**src/rtl/ctrl_pipe_stage.sv**
```systemverilog
// Pipeline stage register for control bundles: valid/ready handshake with a 2-entry skid, flush to bubbles.
// Optional statistics (stall_cnt, drop_cnt) are compiled in when CTRL_PIPE_STATS_EN is defined.
module ctrl_pipe_stage #(
    parameter int                WIDTH     = 18,
    parameter logic [WIDTH-1:0]  NOP_VALUE = {WIDTH{1'b0}},
    parameter int                CNT_W     = 16
) (
    input  logic              clk,
    input  logic              reset,
    input  logic              in_valid,
    output logic              in_ready,
    input  logic [WIDTH-1:0]  in_ctrl,
    input  logic              flush,
    output logic              out_valid,
    input  logic              out_ready,
    output logic [WIDTH-1:0]  out_ctrl,
`ifdef CTRL_PIPE_STATS_EN
    output logic [CNT_W-1:0]  stall_cnt,
    output logic [CNT_W-1:0]  drop_cnt,
`endif
    output logic [1:0]        dbg_state
);

    // Handshake rule: a word moves on a rising edge only when valid and ready are both 1;
    // valid never depends on ready, and in_ready/out_valid come straight from flops.
    typedef enum logic [1:0] {
        S_EMPTY = 2'd0,
        S_BUSY  = 2'd1,
        S_FULL  = 2'd2
    } state_t;

    state_t            r_state;
    state_t            w_state_nxt;
    logic [WIDTH-1:0]  r_main;
    logic [WIDTH-1:0]  r_skid;
    logic [WIDTH-1:0]  w_main_nxt;
    logic [WIDTH-1:0]  w_skid_nxt;
    logic              r_in_ready;
    logic              r_out_valid;
    logic              w_in_hs;
    logic              w_out_hs;

    assign w_in_hs  = in_valid & r_in_ready;
    assign w_out_hs = r_out_valid & out_ready;

    always_comb begin
        w_state_nxt = r_state;
        w_main_nxt  = r_main;
        w_skid_nxt  = r_skid;
        case (r_state)
            S_EMPTY: begin
                if (w_in_hs) begin
                    w_state_nxt = S_BUSY;
                    w_main_nxt  = in_ctrl;
                end
            end
            S_BUSY: begin
                case ({w_in_hs, w_out_hs})
                    2'b11: w_main_nxt = in_ctrl;
                    2'b10: begin
                        w_state_nxt = S_FULL;
                        w_skid_nxt  = in_ctrl;
                    end
                    2'b01: w_state_nxt = S_EMPTY;
                    default: ;
                endcase
            end
            S_FULL: begin
                // in_ready is 0 here, so only the drain path exists.
                if (w_out_hs) begin
                    w_state_nxt = S_BUSY;
                    w_main_nxt  = r_skid;
                    w_skid_nxt  = NOP_VALUE;
                end
            end
            default: w_state_nxt = S_EMPTY;
        endcase
        if (flush) begin
            w_state_nxt = S_EMPTY;
            w_main_nxt  = NOP_VALUE;
            w_skid_nxt  = NOP_VALUE;
        end
    end

    always_ff @(posedge clk) begin
        if (reset) begin
            r_state     <= S_EMPTY;
            r_main      <= NOP_VALUE;
            r_skid      <= NOP_VALUE;
            r_in_ready  <= 1'b1;
            r_out_valid <= 1'b0;
        end else begin
            r_state     <= w_state_nxt;
            r_main      <= w_main_nxt;
            r_skid      <= w_skid_nxt;
            r_in_ready  <= (w_state_nxt != S_FULL);
            r_out_valid <= (w_state_nxt != S_EMPTY);
        end
    end

    assign in_ready  = r_in_ready;
    assign out_valid = r_out_valid;
    assign out_ctrl  = r_out_valid ? r_main : NOP_VALUE;
    assign dbg_state = r_state;

`ifdef CTRL_PIPE_STATS_EN
    logic [CNT_W-1:0]  r_stall_cnt;
    logic [CNT_W-1:0]  r_drop_cnt;
    logic [1:0]        w_drop_inc;
    logic [CNT_W:0]    w_drop_sum;

    // Main is lost unless it left this cycle; skid is lost whenever valid; an accepted input is lost too.
    assign w_drop_inc = flush ? ({1'b0, r_out_valid & ~out_ready}
                               + {1'b0, (r_state == S_FULL)}
                               + {1'b0, w_in_hs}) : 2'd0;
    assign w_drop_sum = {1'b0, r_drop_cnt} + {{(CNT_W-1){1'b0}}, w_drop_inc};

    always_ff @(posedge clk) begin
        if (reset) begin
            r_stall_cnt <= '0;
            r_drop_cnt  <= '0;
        end else begin
            if (r_out_valid && !out_ready && (r_stall_cnt != {CNT_W{1'b1}}))
                r_stall_cnt <= r_stall_cnt + 1'b1;
            r_drop_cnt <= w_drop_sum[CNT_W] ? {CNT_W{1'b1}} : w_drop_sum[CNT_W-1:0];
        end
    end

    assign stall_cnt = r_stall_cnt;
    assign drop_cnt  = r_drop_cnt;
`else
    logic w_unused_cnt_w;
    assign w_unused_cnt_w = ^CNT_W;
`endif

endmodule
```
**config.mk**
```make
export PLATFORM = sky130hd
export DESIGN_NAME = ctrl_pipe_stage
export DESIGN_NICKNAME = d
export VERILOG_FILES = /design/src/rtl/ctrl_pipe_stage.sv
export SDC_FILE = /design/constraint.sdc
export NUM_CORES = 1
export LEC_CHECK = 0
export BUFFER_PORTS_ARGS = -buffer_cell sky130_fd_sc_hd__buf_2
export CAP_MARGIN = 20
export CORE_MARGIN = 2
export CORE_UTILIZATION = 47
export DETAILED_ROUTE_END_ITERATION = 10
export HOLD_SLACK_MARGIN = 0.08
export PLACE_DENSITY = 0.74
export SYNTH_ARGS = -nofsm -noshare
export SYNTH_HDL_FRONTEND = slang
export SYNTH_SLANG_ARGS = --single-unit
```
**constraint.sdc**
```tcl
create_clock -name clk -period 1.5 [get_ports clk]
set_clock_uncertainty 0.2 [all_clocks]
set_input_delay 0 -clock clk [delete_from_list [all_inputs] [get_ports clk]]
set_output_delay 0 -clock clk [all_outputs]
set_load 0.01 [all_outputs]
```
Word-level counts from Yosys, hierarchy flattened:

Index checks and enable logic that the tools add are counted.

* register bits after elaboration: 40
* input port bits: 23
* word-level logic and storage cells: 37

* equality and inequality tests: 10
* mux-type cells: 13
* bitwise operators: 2
* reductions and logical operators: 7

Operators with widths (count)
* $mux 18: 6
* $pmux 18 s3: 1
* $pmux 18 s2: 1
* $ne 2x2->1 const B: 4
* $eq 2x2->1 const B: 3
* $mux 2: 3
* $pmux 2 s3: 1
* $eq 2x1->1 const B: 2
* $pmux 2 s2: 1
* $reduce_and 4->1: 1
* $reduce_bool 2->1: 2
* $reduce_and 3->1: 1
* $reduce_bool 3->1: 1
* $and 1x1->1: 2
* $logic_not 2->1: 1
* $ne 2x1->1 const B: 1
* $reduce_or 2->1: 1

Depth between registers and ports, before layout:

* depth after elaboration: 6
* mapped depth: 6

Least setup slack after synthesis:

Ideal clock, no wire load.

* kind: register to register
* start: register r_state[1] (netlist: dbg_state[1])
* end: register r_main[17]
* data arrival time: 1.360 ns
* required time: 1.164 ns
* path slack: -0.196 ns
* cell stages (with the launch flop): 6
* path buffers: 2
* clock period less this slack: 1.696 ns
* path through: dfxtp_1 and4bb_1 buf_2 buf_2 a2111oi_0 a211oi_1

* cells in the longest elaborated chain, start to end: 3
* elaborated cells between the ends (all ways): 9
* classes of those cells: eq/ne (5); mux (1); reduce/logical (3)

Ends and longest elaborated chain
* start, declared: line 32 `state_t r_state;`
* start signal, assigned: line 93 `r_state <= w_state_nxt;`
* $eq 2x1->1, or another cell as far along: line 50 `case (r_state)`
* $ne 2x1->1 (no line), or another cell as far along
* $reduce_and 4->1 (no line)
* end signal, assigned: line 94 `r_main <= w_main_nxt;`
* end, declared: line 34 `logic [WIDTH-1:0] r_main;`

Parallel ways exist; a longest one is shown, timed or not.
A chain may end at the register's enable or synchronous reset.

Worst setup path after layout:

* start: register r_state[1] (netlist: dbg_state[1])
* end: register r_main[4]

Same word-level chain as after synthesis.

==> flow_summary.ini <==
[synthesis]
ys_seq_elements = 40
avgSynthCellArea_sq_um = 10.9
syn-num-nets = 194
synth.cell_area_sq_um = 1860
ys_seq_area_share_pct = 43.0
yosysWarningCount = 0
yosysUniqueCellTypes = 27
syn_inst = 171

[timing]
maxSlewHeadroom_pct = 75.7
worstMarginPinSlew_ns = 0.354
finalHoldViolations = 0
setup_slack_ns = -0.177
setup_tns_ns = -4.54
fin_crit_sh_pct = 112
fmax_ghz = 0.596
rsz0062_at_grt = yes
drv_slew = 0
hold-worst-slack_ns = 0.132
min_period_ns = 1.68
setup_viol = 37

[die]
fp.dieH_microns = 67.0
core.rowCount = 22
die_x_microns = 67.0
start_util_pct = 49.8
io_pins = 45
core_area_sq_um = 3740
dieArea_sq_um = 4480

[layout]
regArea_sq_um = 812
n_antenna_cell = 0
final_common_cell = buf_2
drive_above_1_share_pct = 49.4
final_cell_mix = buf_2 (44), dfxtp_1 (37), dlygate4sd3_1 (22)
multiInputGateArea_sq_um = 1350
fin_nets = 273
area_growth_pct = 64.3
instances_no_fill = 299
fillCellCount = 215

[place]
post-dp-hpwl_microns = 3230
gp_congestion = 0.825
placedCellCount = 262
dp_slack_ns = -0.256
port_buffers = 44

[routing]
remaining_drc_errors = 0
vias = 1859
detail-route-antenna-nets = 0
drtPass1Iterations = 4
wl_per_cell_microns = 21.6
first_iter_violations = 142
vias_per_cell = 6.22
wirelength_microns = 6460

[power]
p_per_area_nw_per_um2 = 791
leakagePower_uw = 0.00130
ir_drop_v = 0.000721

[setup_path]
cp_max_fo = 18
start_kind = flop
worstSetupPathType = reg -> reg
arrival_ns = 1.69
end_kind = flop
rrSetupSlack_ns = -0.18
cp.required_ns = 1.52

[global_route]
grt.met1_usage_pct = 32.0
overflow = 0
grt_pass1_vias = 1858
use_met3_pct = 6.59
grt_pass1_wl_microns = 9000
grt_use_met2_pct = 49.6
grt_max_degree = 23
antenna_found_initial = 0
track_usage_pct = 27.8
gr-max-usage-layer = met2

[clock_tree]
clk_pin_slew_ns = 0.08
cts.sinks = 40
cts-root-buf = clkbuf_8
clock_latency_ns = 0.30
htree_levels = 2
cts_buffers = 5
cts_max_path_buffers = 2
cts_tree = yes

[run_status]
status = finished with violations
violations = negative setup slack

[job]
cap_violations = 0

[hold_path]
hold_class = in -> reg
[layout make-up]
| cell class | instances | share of cell area [%] |
|---|---|---|
| Clock inverter | 2 | 0.327 |
| Clock buffer | 6 | 2.70 |
| Multi-Input combinational cell | 110 | 44.2 |
| Timing Repair Buffer | 93 | 24.3 |
| Tap cell | 48 | 1.96 |
| Sequential cell | 40 | 26.5 |
[what timing repair did]
action                     4_1_cts  5_1_grt
resized for setup               19       30
hold endpoints to repair        38        0
hold buffers                    22        0
pin swaps                        5        6
gates cloned                     1        1
buffers inserted                 3        2
setup endpoints to repair       37       37
[cells in the mapped netlist]
master | count | area share, %
a211oi_4 | 1 | 1.1
nor2_1 | 1 | 0.20
and2_4 | 1 | 0.47
dfxtp_1 | 40 | 43
mux2i_1 | 19 | 10
nor3_1 | 1 | 0.27
buf_2 | 7 | 1.9
o31ai_1 | 1 | 0.40
a21boi_0 | 1 | 0.40
nand2b_1 | 1 | 0.34
a21oi_1 | 1 | 0.27
clkbuf_1 | 9 | 1.8
and4bb_1 | 1 | 0.67
and2_1 | 20 | 6.7
o21bai_1 | 1 | 0.40
a211oi_1 | 17 | 6.9
o21ai_0 | 1 | 0.27
a211o_1 | 1 | 0.47
a2111oi_0 | 18 | 8.5
a21boi_2 | 1 | 0.60
and3b_4 | 1 | 0.67
a32o_1 | 18 | 9.7
a211oi_2 | 1 | 0.67
or2_1 | 1 | 0.34
or3_1 | 1 | 0.34
and4b_1 | 1 | 0.54
buf_6 | 5 | 3.0
[kinds of logic (layout without fill, tap and decap cells)]
| kind of cell | count (synthesis) | after routing | share of synthesized area (%) |
|---|---|---|---|
| compound gates | 62 | 62 | 29.5 |
| buf+inv | 21 | 101 | 6.72 |
| simple gates | 29 | 29 | 10.5 |
| flops | 40 | 40 | 43.0 |
| mux | 19 | 19 | 10.2 |
[per-layer routing]
metal | routed length (microns) | vias up
met3 | 399 | 17
met4 | 190 | 0
met5 | 0 | -
li1 | - | 837
met1 | 2680 | 922
met2 | 3190 | 83
[state kept, by name, indices dropped and copies added (netlist names)]
| register | flops |
|---|---|
| out_valid | 1 |
| dbg_state | 2 |
| in_ready | 1 |
| r_main | 18 |
| r_skid | 18 |
[stage by stage]
step           utilization [%]  total power [uW]  area (sq um)
2_1_floorplan                -              1370          2000
3_3_place_gp              62.5              1470          2340
3_5_place_dp              62.5              1480          2340
4_1_cts                   75.5              2310          2830
5_1_grt                   81.8              2510          3060
6_report                  81.8              2420          3060
[worst paths after layout]
check,from,end,cells after the start
setup / recovery,dbg_state[1]$_SDFF_PP0_,r_main[4]$_SDFFE_PP0P_,4
hold / removal,in_valid,dbg_state[1]$_SDFF_PP0_,4
setup reg to reg,dbg_state[1]$_SDFF_PP0_,r_main[4]$_SDFFE_PP0P_,4
hold reg to reg,r_skid[2]$_SDFFE_PP0P_,r_skid[2]$_SDFFE_PP0P_,1
[report_power, final]
group / total (uW) / internal, uW / switching, uW / leakage [uW]
Combinational: 530 / 264 / 266 / 0.000923
Clock: 762 / 367 / 395 / 0.0000510
Sequential: 1130 / 1090 / 36.7 / 0.000327
Total: 2420 / 1720 / 697 / 0.00130
[worst max-delay path: stages, from the launching register on]
cell and delay (ns):
dfxtp_4 0.38, and4bb_2 0.28, a211o_1 0.32, buf_12 0.18, a211oi_2 0.22
(Power assumes the default switching activity.)
